`config.mk`:
```
export PLATFORM = sky130hd
export DESIGN_NAME = vram_arbiter
export DESIGN_NICKNAME = d
export VERILOG_FILES = /design/src/rtl/vram_arbiter.sv
export SDC_FILE = /design/constraint.sdc
export NUM_CORES = 1
export LEC_CHECK = 0
export BUFFER_PORTS_ARGS = -buffer_cell sky130_fd_sc_hd__buf_2
export CORE_UTILIZATION = 47
export DETAILED_ROUTE_END_ITERATION = 7
export HOLD_SLACK_MARGIN = 0.06
export PLACE_DENSITY = 0.8
export SYNTH_ARGS = -nofsm -noshare
export SYNTH_HDL_FRONTEND = slang
export SYNTH_SLANG_ARGS = --single-unit
```
`constraint.sdc`:
```
create_clock -name clk_i -period 3.3 [get_ports clk_i]
set_input_delay 0.165 -clock clk_i [delete_from_list [all_inputs] [get_ports clk_i]]
set_output_delay 0.165 -clock clk_i [all_outputs]
set_load 0.005 [all_outputs]
```
`src/rtl/vram_arbiter.sv`:
```
// rtl/vram_arbiter.sv - video RAM arbiter: fixed-latency video fetch port with CPU req/ack on spare cycles
module vram_arbiter #(
    parameter int ADDR_W        = 12,
    parameter int MEM_LATENCY   = 2,
    parameter int VIDEO_LATENCY = 3
) (
    input  logic              clk_i,
    input  logic              rst_i,
    input  logic [ADDR_W-1:0] vid_addr_i,
    input  logic              vid_rd_strobe_i,
    output logic [15:0]       vid_data_o,
    input  logic              cpu_req_i,
    input  logic              cpu_we_i,
    input  logic [ADDR_W-1:0] cpu_addr_i,
    input  logic [15:0]       cpu_wdata_i,
    input  logic [1:0]        cpu_be_i,
    output logic              cpu_ack_o,
    output logic [15:0]       cpu_rdata_o,
    output logic              cpu_rvalid_o,
    output logic [7:0]        cpu_wait_max_o,
    output logic [ADDR_W-1:0] mem_addr_o,
    output logic              mem_en_o,
    output logic [1:0]        mem_we_o,
    output logic [15:0]       mem_wdata_o,
    input  logic [15:0]       mem_rdata_i
);

    localparam int DLY = VIDEO_LATENCY - MEM_LATENCY;

    typedef enum logic [1:0] {TAG_NONE, TAG_VID, TAG_CPU_RD} tag_e;
    typedef enum logic {S_IDLE, S_WAITING} state_e;

    generate
        if (VIDEO_LATENCY < MEM_LATENCY || MEM_LATENCY < 1) begin : g_param_check
            $error("vram_arbiter: need VIDEO_LATENCY >= MEM_LATENCY >= 1");
        end
    endgenerate

    logic   vid_issue;
    logic   cpu_issue;
    tag_e   tag_in;
    tag_e   tag_q [MEM_LATENCY];
    tag_e   tag_out;

    // Video always wins the memory cycle; the CPU only gets cycles with no strobe.
    always_comb begin
        vid_issue   = vid_rd_strobe_i && !rst_i;
        cpu_issue   = cpu_req_i && !vid_rd_strobe_i && !rst_i;
        mem_en_o    = vid_issue || cpu_issue;
        mem_addr_o  = vid_rd_strobe_i ? vid_addr_i : cpu_addr_i;
        mem_wdata_o = cpu_wdata_i;
        mem_we_o    = (cpu_issue && cpu_we_i) ? cpu_be_i : 2'b00;
        cpu_ack_o   = cpu_issue;
        if (vid_issue) begin
            tag_in = TAG_VID;
        end else if (cpu_issue && !cpu_we_i) begin
            tag_in = TAG_CPU_RD;
        end else begin
            tag_in = TAG_NONE;
        end
    end

    always_ff @(posedge clk_i) begin
        if (rst_i) begin
            for (int i = 0; i < MEM_LATENCY; i++) begin
                tag_q[i] <= TAG_NONE;
            end
        end else begin
            tag_q[0] <= tag_in;
            for (int i = 1; i < MEM_LATENCY; i++) begin
                tag_q[i] <= tag_q[i-1];
            end
        end
    end

    assign tag_out = tag_q[MEM_LATENCY-1];

    logic        vid_src_vld;
    logic [15:0] vid_src_data;
    logic [15:0] vid_hold_q;

    // Pad the memory latency up to the fixed video latency.
    generate
        if (DLY == 0) begin : g_vid_direct
            assign vid_src_vld  = (tag_out == TAG_VID);
            assign vid_src_data = mem_rdata_i;
        end else begin : g_vid_delay
            logic [15:0]    dly_data_q [DLY];
            logic [DLY-1:0] dly_vld_q;

            always_ff @(posedge clk_i) begin
                if (rst_i) begin
                    for (int k = 0; k < DLY; k++) begin
                        dly_data_q[k] <= '0;
                    end
                    dly_vld_q <= '0;
                end else begin
                    dly_data_q[0] <= mem_rdata_i;
                    dly_vld_q[0]  <= (tag_out == TAG_VID);
                    for (int k = 1; k < DLY; k++) begin
                        dly_data_q[k] <= dly_data_q[k-1];
                        dly_vld_q[k]  <= dly_vld_q[k-1];
                    end
                end
            end

            assign vid_src_vld  = dly_vld_q[DLY-1];
            assign vid_src_data = dly_data_q[DLY-1];
        end
    endgenerate

    assign vid_data_o = vid_src_vld ? vid_src_data : vid_hold_q;

    always_ff @(posedge clk_i) begin
        if (rst_i) begin
            vid_hold_q <= '0;
        end else begin
            vid_hold_q <= vid_data_o;
        end
    end

    logic [15:0] cpu_rdata_q;
    logic        cpu_rvalid_q;

    always_ff @(posedge clk_i) begin
        if (rst_i) begin
            cpu_rdata_q  <= '0;
            cpu_rvalid_q <= 1'b0;
        end else begin
            cpu_rvalid_q <= (tag_out == TAG_CPU_RD);
            if (tag_out == TAG_CPU_RD) begin
                cpu_rdata_q <= mem_rdata_i;
            end
        end
    end

    assign cpu_rdata_o  = cpu_rdata_q;
    assign cpu_rvalid_o = cpu_rvalid_q;

    state_e     state_q, state_d;
    logic [7:0] wait_cnt_q, wait_cnt_d;
    logic [7:0] wait_max_q, wait_max_d;
    logic [7:0] wait_now;

    always_ff @(posedge clk_i) begin
        if (rst_i) begin
            state_q    <= S_IDLE;
            wait_cnt_q <= '0;
            wait_max_q <= '0;
        end else begin
            state_q    <= state_d;
            wait_cnt_q <= wait_cnt_d;
            wait_max_q <= wait_max_d;
        end
    end

    // wait_now counts the current WAITING cycle, so a single blocked cycle reports 1.
    always_comb begin
        state_d    = state_q;
        wait_cnt_d = wait_cnt_q;
        wait_max_d = wait_max_q;
        wait_now   = 8'd0;
        if (state_q == S_WAITING) begin
            wait_now = (wait_cnt_q == 8'hFF) ? 8'hFF : wait_cnt_q + 8'd1;
        end
        case (state_q)
            S_IDLE: begin
                wait_cnt_d = 8'd0;
                if (cpu_req_i && vid_rd_strobe_i) begin
                    state_d = S_WAITING;
                end
            end
            S_WAITING: begin
                wait_cnt_d = wait_now;
                if (cpu_ack_o) begin
                    state_d    = S_IDLE;
                    wait_cnt_d = 8'd0;
                end
            end
            default: begin
                state_d    = S_IDLE;
                wait_cnt_d = 8'd0;
            end
        endcase
        if (cpu_ack_o && (wait_now > wait_max_q)) begin
            wait_max_d = wait_now;
        end
    end

    assign cpu_wait_max_o = wait_max_q;

endmodule

```
==> results of run 1 <==
## power groups by stage
stage | Combinational, mW | Clock (mW) | Sequential [mW]
2_1_floorplan | 0.0794 | 0 | 0.899
3_3_place_gp | 0.114 | 0 | 0.902
3_5_place_dp | 0.115 | 0 | 0.903
4_1_cts | 0.129 | 0.774 | 0.883
5_1_grt | 0.143 | 0.817 | 0.886
6_report | 0.130 | 0.756 | 0.883
## sequential cells by signal, indices dropped and copies added, names as in the netlist
name	flops
cpu_wait_max_o	8
cpu_rvalid_o	1
state_q	1
tag_q	4
g_vid_delay.dly_data_q	16
g_vid_delay.dly_vld_q	1
vid_hold_q	16
wait_cnt_q	8
cpu_rdata_o	16
## cells in the final DEF (no fill, tap or decap), drive strengths merged
cell         instances
mux2i                3
or3b                 1
and3b                1
xor2                 1
nor2b               39
clkinv               2
nand3                7
a21o                 5
a31oi                3
nand4                2
and4b                1
nor3b                2
a21oi               24
ha                   9
nand2b               3
dlygate4sd3         16
and4                 1
clkbuf              10
o211ai               1
and3                 6
nand2               37
buf                105
bufinv               2
a211oi               1
nand4b               1
mux2                31
dfxtp               71
inv                 11
o21ai                2
and2                 2
clkinvlp             1
nor2                15
o21a                 4
## what timing repair did
action | 4_1_cts | 5_1_grt
buffers inserted | 0 | 0
endpoints found under the hold margin | 21 | 1
hold buffers | 15 | 1
## per-stage QoR
stage                     setup slack, ns  total power, mW  instances
after floorplan                     0.718            0.978        317
after global placement              0.694             1.02        465
after detailed placement            0.544             1.02        465
after CTS                           0.535             1.79        496
after global routing                0.292             1.85        497
final                               0.524             1.77        497
## worst max-delay path by stage
stage | endpoint | slack, ns | cells past startpoint
2_1_floorplan | cpu_wait_max_o[3]$_SDFFE_PP0P_ | 0.72 | 11
3_3_place_gp | cpu_wait_max_o[3]$_SDFFE_PP0P_ | 0.69 | 11
3_5_place_dp | cpu_wait_max_o[5]$_SDFFE_PP0P_ | 0.54 | 10
4_1_cts | cpu_wait_max_o[5]$_SDFFE_PP0P_ | 0.53 | 10
5_1_grt | cpu_wait_max_o[4]$_SDFFE_PP0P_ | 0.29 | 10
6_report | cpu_wait_max_o[3]$_SDFFE_PP0P_ | 0.52 | 10
## metal layers
metal / vias up / part of all wire
li1: 1231 / -
met1: 1129 / 0.42
met2: 86 / 0.50
met3: 18 / 0.063
met4: 0 / 0.024
met5: - / 0
## kinds of logic after synthesis
kind of cell | count (synthesis)
and+or+nand+nor | 118
DFF | 71
buffers and inverters | 44
AOI/OAI and AO/OA | 40
muxes | 34
adders and majority gates | 9
xor gates and xnor gates | 1
## synthesized netlist by cell type, drive strengths merged
library cell	n
o21a	4
nor2	15
nor2b	39
mux2	31
nand4	2
nand4b	1
ha	9
and3	6
nand2	37
and4b	1
nand3	7
a211oi	1
and4	1
nor3b	2
clkbuf	14
xor2	1
a21oi	24
buf	20
dfxtp	71
and2	2
o21ai	2
o211ai	1
mux2i	3
or3b	1
a31oi	3
inv	10
a21o	5
and3b	1
nand2b	3
## worst register-to-register path, delay by kind of cell (launching register included)
kind / cells / cell delay, ns
AOI/OAI and AO/OA: 4 / 0.88
and+or+nand+nor: 3 / 0.55
adders and majority gates: 2 / 0.54
DFF: 1 / 0.39
muxes: 1 / 0.30
## layout make-up
cell class                 instances  share of cell area
clock buffer                      10              0.0330
clock inverter                     6              0.0243
inverter                          10             0.00971
multi-input combinational        202               0.362
sequential                        71               0.368
tap                               77              0.0249
timing repair buffer             121               0.179
==> impl_results.rst, run 1 <==
.. list-table::
   :header-rows: 1

   * - Metric
     - Value
   * - Count of state elements after synthesis
     - between 70 and 80
   * - Power per standard cell area
     - 458 nW/um2
   * - Global route overflow
     - 0
   * - Met2 routing resource usage after global routing
     - 0.303
   * - Complex-gate fraction of the synthesized area
     - 0.0819
   * - Count of clock tree sinks
     - 71
   * - Utilization after layout
     - 0.612
   * - Buffer and inverter count on the worst path
     - 0
   * - Total via count after detailed routing
     - about 2500
   * - Placement row count
     - 29
   * - Detailed-placement wirelength estimate
     - around 4500 um
   * - Critical path fanouts, max
     - 7
   * - Crit path launch
     - wait_cnt_q[0]$_SDFF_PP0_
   * - Classification of the worst-slack hold path
     - in2reg
   * - CTS buffer count
     - 9
   * - Min Clock Period, post-route
     - 2.78 ns
   * - Cell depth of the worst flop-to-flop path
     - 10
   * - Chain of cells forming the critical path
     - ha_1 -> and3_1 -> a31oi_1 -> a211oi_1 -> ha_1 -> nand4_1 -> o21ai_2 -> a31oi_4 -> nand2_4 -> mux2_4
   * - RePlAce Congestion
     - a little over 0.8
   * - Final std cell area, no fill
     - 3870 um2
   * - Max-capacitance violation count
     - 0
   * - H-tree depth
     - 3
   * - Library cells used by synthesis
     - 39
   * - Net count of the mapped netlist
     - between 300 and 400
   * - Vias per std cell
     - 4.96
   * - Die extent in y
     - slightly above 80 um
   * - Setup Crit Path Kind
     - reg2reg
   * - Arrival time of data at the critical path endpoint
     - 3.01 ns
   * - ANT cells
     - 0
   * - Count of buffers from port buffering
     - 103
   * - Fraction of layout instances using a drive strength above 1
     - 0.374
   * - Delay contributed by the slowest stage of the critical path
     - 0.40 ns
   * - Final setup violation count
     - 0
   * - Fraction of power spent switching nets
     - 0.220
   * - Largest area contributor in the synthesized netlist
     - sky130_fd_sc_hd__dfxtp_1
   * - Insertion delay to the later sink of the worst-skew pair
     - 0.35 ns
   * - Post-Syn Area
     - 3050 um2
   * - Antenna-violating nets left
     - 0
   * - Internal portion of total power
     - 1.38 mW
   * - Worst-case hold slack
     - between 0.06 and 0.07 ns
   * - Count of boundary I/O pins
     - ~140
   * - First-pass GRT wire length
     - 9380 um
   * - Req. time, crit path
     - 3.53 ns
   * - Outcome
     - complete, no violations
   * - Post-synthesis adder-cell area fraction
     - 0.0369
   * - Reg-to-reg slack, setup
     - 0.52 ns
   * - Area of the core
     - roughly 6300 um2
   * - Met1 capacity usage during global routing
     - 0.218
   * - Achievable clock frequency
     - 360 MHz
   * - Floorplan die area
     - 6820 um2
   * - WL final
     - 6550 um
   * - Multi-input gate area
     - around 1400 um2
   * - Largest net degree at the start of global routing
     - 65
   * - Library cell appearing most often on the critical path
     - sky130_fd_sc_hd__ha_1
   * - Slew of the pin with the lowest slew margin
     - 0.753 ns
   * - Proportion of synthesized area in mux cells
     - 0.128
   * - Critical register-to-register path startpoint
     - wait_cnt_q[0]$_SDFF_PP0_
   * - Root cell of the clock tree
     - sky130_fd_sc_hd__clkbuf_8
   * - IR Drop Worst-Case VDD
     - 0.416 mV
   * - Number of nets in the layout
     - 487
   * - Simple logic cell fraction of the synthesized area
     - 0.209
   * - Tcrit/Tclk final
     - 0.841
   * - Number of instances in the synthesized netlist
     - about 320
   * - Avg WL per Cell
     - 13.2 um
   * - Number of max-slew violations in the final report
     - 0
   * - Instance count along the most critical hold path
     - 2
   * - Area share of the largest cell type after synthesis
     - 0.465
   * - TritonCTS clock tree
     - built
   * - Biggest area contributors in the synthesized netlist
     - sky130_fd_sc_hd__dfxtp_1 (47%), sky130_fd_sc_hd__mux2_2 (10%), sky130_fd_sc_hd__nor2b_1 (8.0%)
   * - Placed Area
     - 3480 um2
   * - Post-cts repair resize count
     - 0
   * - Combinational family with the most area after synthesis
     - simple AND/OR/NAND/NOR gates
   * - Average size of a mapped cell
     - 9.63 um2
   * - Number of warnings reported in the yosys synthesis log
     - 0
   * - Final hold vios
     - 0
   * - Clk slew on worst S/H paths
     - 0.07 ns
   * - Crit end category
     - register
   * - Number of fill cells
     - 548
   * - Sequential cell area fraction in the yosys report
     - 0.465
   * - Category of the worst setup path launch point
     - register
   * - First-pass DRT Iterations
     - 4
   * - P&R area growth vs syn
     - 26.6%
   * - Setup TNS after final layout
     - 0 ns
   * - DRC violation count after routing
     - 0
   * - Layout Skew
     - 0.0152 ns
   * - Register Area
     - 1420 um2
   * - Destination of the worst hold path
     - g_vid_delay.dly_data_q[0][1]$_SDFF_PP0_
   * - Lkg Pwr
     - 1.79 nW
   * - Part of the total power dissipated in the clock network
     - 0.427
   * - All-Layer GR Usage
     - 0.186
   * - Worst slew slack as a fraction of its limit
     - 0.497
   * - RSZ-0062 raised after global routing
     - no
   * - Initial core utilization
     - 0.484
   * - GR Layer Usage met3
     - 0.0659
   * - Startpoint of the lowest-slack hold path
     - mem_rdata_i[1]
   * - Width of the die
     - 82.6 um
   * - Layer carrying the most global-route usage
     - met2
   * - Max Buffers Root-to-Sink
     - 2
   * - Number of antenna violations at the first check in global routing
     - 0
   * - Sw Pwr
     - between 0.3 and 0.4 mW
   * - Critical-path cell with the highest stage delay
     - sky130_fd_sc_hd__a211oi_1
   * - Post-synthesis xor/xnor area fraction
     - 0.00287
   * - Number of global-route vias before repair
     - 2065
   * - Sequential share of power
     - 0.499
   * - Crit-path leading delay family
     - compound AO/OA/AOI/OAI gates
   * - Power share of the combinational group
     - 0.073
   * - DR iter-0 viols
     - around 100
   * - Endpoint of the most critical register-to-register path
     - cpu_wait_max_o[3]$_SDFFE_PP0P_
(Power assumes the default switching activity.)
==> run 2, diff against run 1 <==
ABC_AREA = 1   (was default)
clock period = 2.9 ns   (was 3.3 ns; I/O delays follow)
==> impl_results.rst, run 2 <==
.. list-table::
   :header-rows: 1

   * - Metric
     - Value
   * - Outcome
     - complete, no violations
   * - Instance count along the most critical hold path
     - 3 (+1)
   * - Cell depth of the worst flop-to-flop path
     - 16 (+6)
   * - Detailed-placement wirelength estimate
     - 5040 um (+11%)
   * - P&R area growth vs syn
     - 27.4%
   * - Max Buffers Root-to-Sink
     - 2 (unchanged)
   * - Most common cell after layout, fill and taps aside
     - sky130_fd_sc_hd__nand2_1
   * - Placement row count
     - 28 (-3.4%)
   * - DRC violation count after routing
     - 0 (unchanged)
   * - Min Clock Period, post-route
     - 2.45 ns (-0.323 ns)
   * - Area of the core
     - 6100 um2 (-3.4%)
   * - Count of buffers from port buffering
     - 103 (unchanged)
   * - IR Drop Worst-Case VDD
     - 0.310 mV (-25%)
   * - Final setup violation count
     - 0 (unchanged)
   * - Die extent in y
     - 82.6 um (about the same)
   * - Number of antenna violations at the first check in global routing
     - 0 (unchanged)
   * - Achievable clock frequency
     - 408 MHz (+13%)
   * - Library cells used by synthesis
     - 29 (-26%)
   * - Lkg Pwr
     - 2.11 nW (+18%)
   * - Most frequent cells in the layout
     - sky130_fd_sc_hd__nand2_1 (122), sky130_fd_sc_hd__buf_2 (103), sky130_fd_sc_hd__dfxtp_1 (71)
   * - Biggest area contributors in the synthesized netlist
     - sky130_fd_sc_hd__dfxtp_1 (47%), sky130_fd_sc_hd__nand2_1 (15%), sky130_fd_sc_hd__a21oi_1 (6.4%)
   * - Reg-to-reg slack, setup
     - 0.45 ns (-0.08 ns)
   * - Fraction of layout instances using a drive strength above 1
     - 0.267 (-0.107)
   * - Net count of the mapped netlist
     - 486 (+25%)
   * - Number of hold buffers added after CTS
     - 17 (+2)
   * - Pwr Total
     - 2.16 mW (+22%)
   * - Count of clock tree sinks
     - 71 (unchanged)
   * - Number of instances in the synthesized netlist
     - 414 (+31%)
   * - Worst slew slack as a fraction of its limit
     - 0.435 (-0.0623)
   * - Leading post-synthesis cells by instance count
     - sky130_fd_sc_hd__nand2_1 (122), sky130_fd_sc_hd__dfxtp_1 (71), sky130_fd_sc_hd__nor2_1 (51)
   * - DR iter-0 viols
     - 116 (+15%)
   * - Width of the die
     - 82.6 um (about the same)
   * - Slew of the pin with the lowest slew margin
     - 0.847 ns (+0.0936 ns)
   * - Setup Crit Path Kind
     - reg2reg
   * - Total via count after detailed routing
     - 2902 (+18%)
   * - RePlAce Congestion
     - 0.801 (-3.4%)
   * - Number of max-slew violations in the final report
     - 0 (unchanged)
   * - All-Layer GR Usage
     - 0.232 (+0.0462)
   * - First-pass GRT wire length
     - 11800 um (+26%)
   * - Layout Skew
     - 0.00915 ns (-0.00600 ns)
   * - Post-synth EDFFs
     - 0 (unchanged)
   * - Insertion delay to the later sink of the worst-skew pair
     - 0.34 ns (about the same)
   * - First-pass DRT Iterations
     - 5 (+1)
   * - Count of state elements after synthesis
     - 71 (unchanged)
   * - Sequential cell area fraction in the yosys report
     - 0.466 (about the same)
   * - ANT cells
     - 0 (unchanged)
   * - Final hold vios
     - 0 (unchanged)
   * - Number of warnings reported in the yosys synthesis log
     - 0 (unchanged)
   * - Tcrit/Tclk final
     - 0.846 (+0.00457)
   * - Critical path fanouts, max
     - 14 (+7)
   * - Area share of the largest cell type after synthesis
     - 0.466 (about the same)
   * - Setup TNS after final layout
     - 0 ns (unchanged)
   * - Max-capacitance violation count
     - 0 (unchanged)
   * - Floorplan die area
     - 6820 um2 (about the same)
   * - Vias per std cell
     - 4.87 (-1.8%)
   * - Average size of a mapped cell
     - 7.37 um2 (-23%)
   * - Req. time, crit path
     - 3.13 ns (-0.40 ns)
   * - Avg WL per Cell
     - 12.5 um (-4.8%)
   * - Most frequently used flop master after synthesis
     - sky130_fd_sc_hd__dfxtp_1
   * - RSZ-0062 raised after global routing
     - no
   * - Number of nets in the layout
     - 588 (+21%)
   * - Largest net degree at the start of global routing
     - 39 (-40%)
   * - Category of the worst setup path launch point
     - register
   * - Power per standard cell area
     - 556 nW/um2 (+22%)
   * - Post-Syn Area
     - 3050 um2 (about the same)
   * - Classification of the worst-slack hold path
     - in2reg
   * - Arrival time of data at the critical path endpoint
     - 2.68 ns (-0.33 ns)
   * - Clk slew on worst S/H paths
     - 0.08 ns (about the same)
   * - Largest area contributor in the synthesized netlist
     - sky130_fd_sc_hd__dfxtp_1
   * - Count of boundary I/O pins
     - 136 (unchanged)
   * - Number of global-route vias before repair
     - 2670 (+29%)
   * - Leading cell type by number of instances after synthesis
     - sky130_fd_sc_hd__nand2_1
   * - Post-CTS Setup Bufs
     - 0 (unchanged)
   * - Root cell of the clock tree
     - sky130_fd_sc_hd__clkbuf_8
   * - WL final
     - 7480 um (+14%)
   * - Share of flip-flops with an asynchronous set or reset
     - 0 (unchanged)
   * - Crit end category
     - register
   * - CTS buffer count
     - 9 (unchanged)
   * - Post-cts repair resize count
     - 0 (unchanged)
   * - Global route overflow
     - 0 (unchanged)
   * - TritonCTS clock tree
     - built
   * - Initial core utilization
     - 0.501 (+0.0169)
   * - Antenna-violating nets left
     - 0 (unchanged)
   * - H-tree depth
     - 3 (unchanged)
run 2: critical path: stages (launching register included):
cell and delay, ns:
sky130_fd_sc_hd__dfxtp_1 0.38, sky130_fd_sc_hd__ha_1 0.27, sky130_fd_sc_hd__nand3_2 0.13, sky130_fd_sc_hd__nor2_4 0.13, sky130_fd_sc_hd__nand2_4 0.11, sky130_fd_sc_hd__nand2_2 0.09
sky130_fd_sc_hd__nor2_2 0.05, sky130_fd_sc_hd__nor2_4 0.09, sky130_fd_sc_hd__ha_1 0.25, sky130_fd_sc_hd__a21oi_1 0.19, sky130_fd_sc_hd__nor2_1 0.06, sky130_fd_sc_hd__nor2_1 0.11
sky130_fd_sc_hd__nand2_2 0.09, sky130_fd_sc_hd__nand2_2 0.21, sky130_fd_sc_hd__nand2_1 0.08, sky130_fd_sc_hd__nand2_1 0.06, sky130_fd_sc_hd__nor2_1 0.04
run 2: worst paths after layout:
kind	to	start
worst max-delay path	cpu_wait_max_o[5]$_SDFFE_PP0P_	wait_cnt_q[0]$_SDFF_PP0_
worst min-delay path	state_q$_SDFF_PP0_	cpu_req_i
worst max register to register	cpu_wait_max_o[5]$_SDFFE_PP0P_	wait_cnt_q[0]$_SDFF_PP0_
worst min register to register	tag_q[0][2]$_SDFF_PP0_	tag_q[0][0]$_SDFF_PP0_
run 2: final cells by class:
type,instances,area (um2)
fill,508,2210
sequential,71,1420
multi-input combinational,267,1270
timing repair buffer,122,701
inverter,45,169
clock buffer,10,138
tap,75,93.8
clock inverter,6,91.3
run 2: through the flow:
step | utilization | worst slack (ns) | area, um2 | hold WS (ns) | std cells
final | 0.638 | 0.447 | 3890 | 0.147 | 596
after global routing | 0.638 | 0.252 | 3890 | 0.153 | 596
after CTS | 0.638 | 0.482 | 3890 | 0.144 | 596
after detailed placement | 0.572 | 0.491 | 3490 | 0.290 | 563
after global placement | 0.572 | 0.633 | 3490 | 0.290 | 563
after floorplan | - | 0.743 | 3050 | 0.217 | 414
run 2: power by group:
group          internal (mW)  switching, mW
combinational          0.105          0.139
clock                  0.514          0.385
sequential              1.01         0.0130
run 2: kinds of logic after synthesis:
| kind of cell | count (synthesis) | synth area share |
|---|---|---|
| xor gates and xnor gates | 2 | 0.00574 |
| adders and majority gates | 9 | 0.0369 |
| and+or+nand+nor | 192 | 0.262 |
| buffers and inverters | 76 | 0.116 |
| DFF | 71 | 0.466 |
| AOI/OAI and AO/OA | 64 | 0.113 |
run 2: per-layer routing:
layer | global-route usage | wire (um)
met2 | 0.393 | 3600
met5 | 0 | 0
met4 | 0.129 | 201
met3 | 0.0648 | 449
met1 | 0.263 | 3230
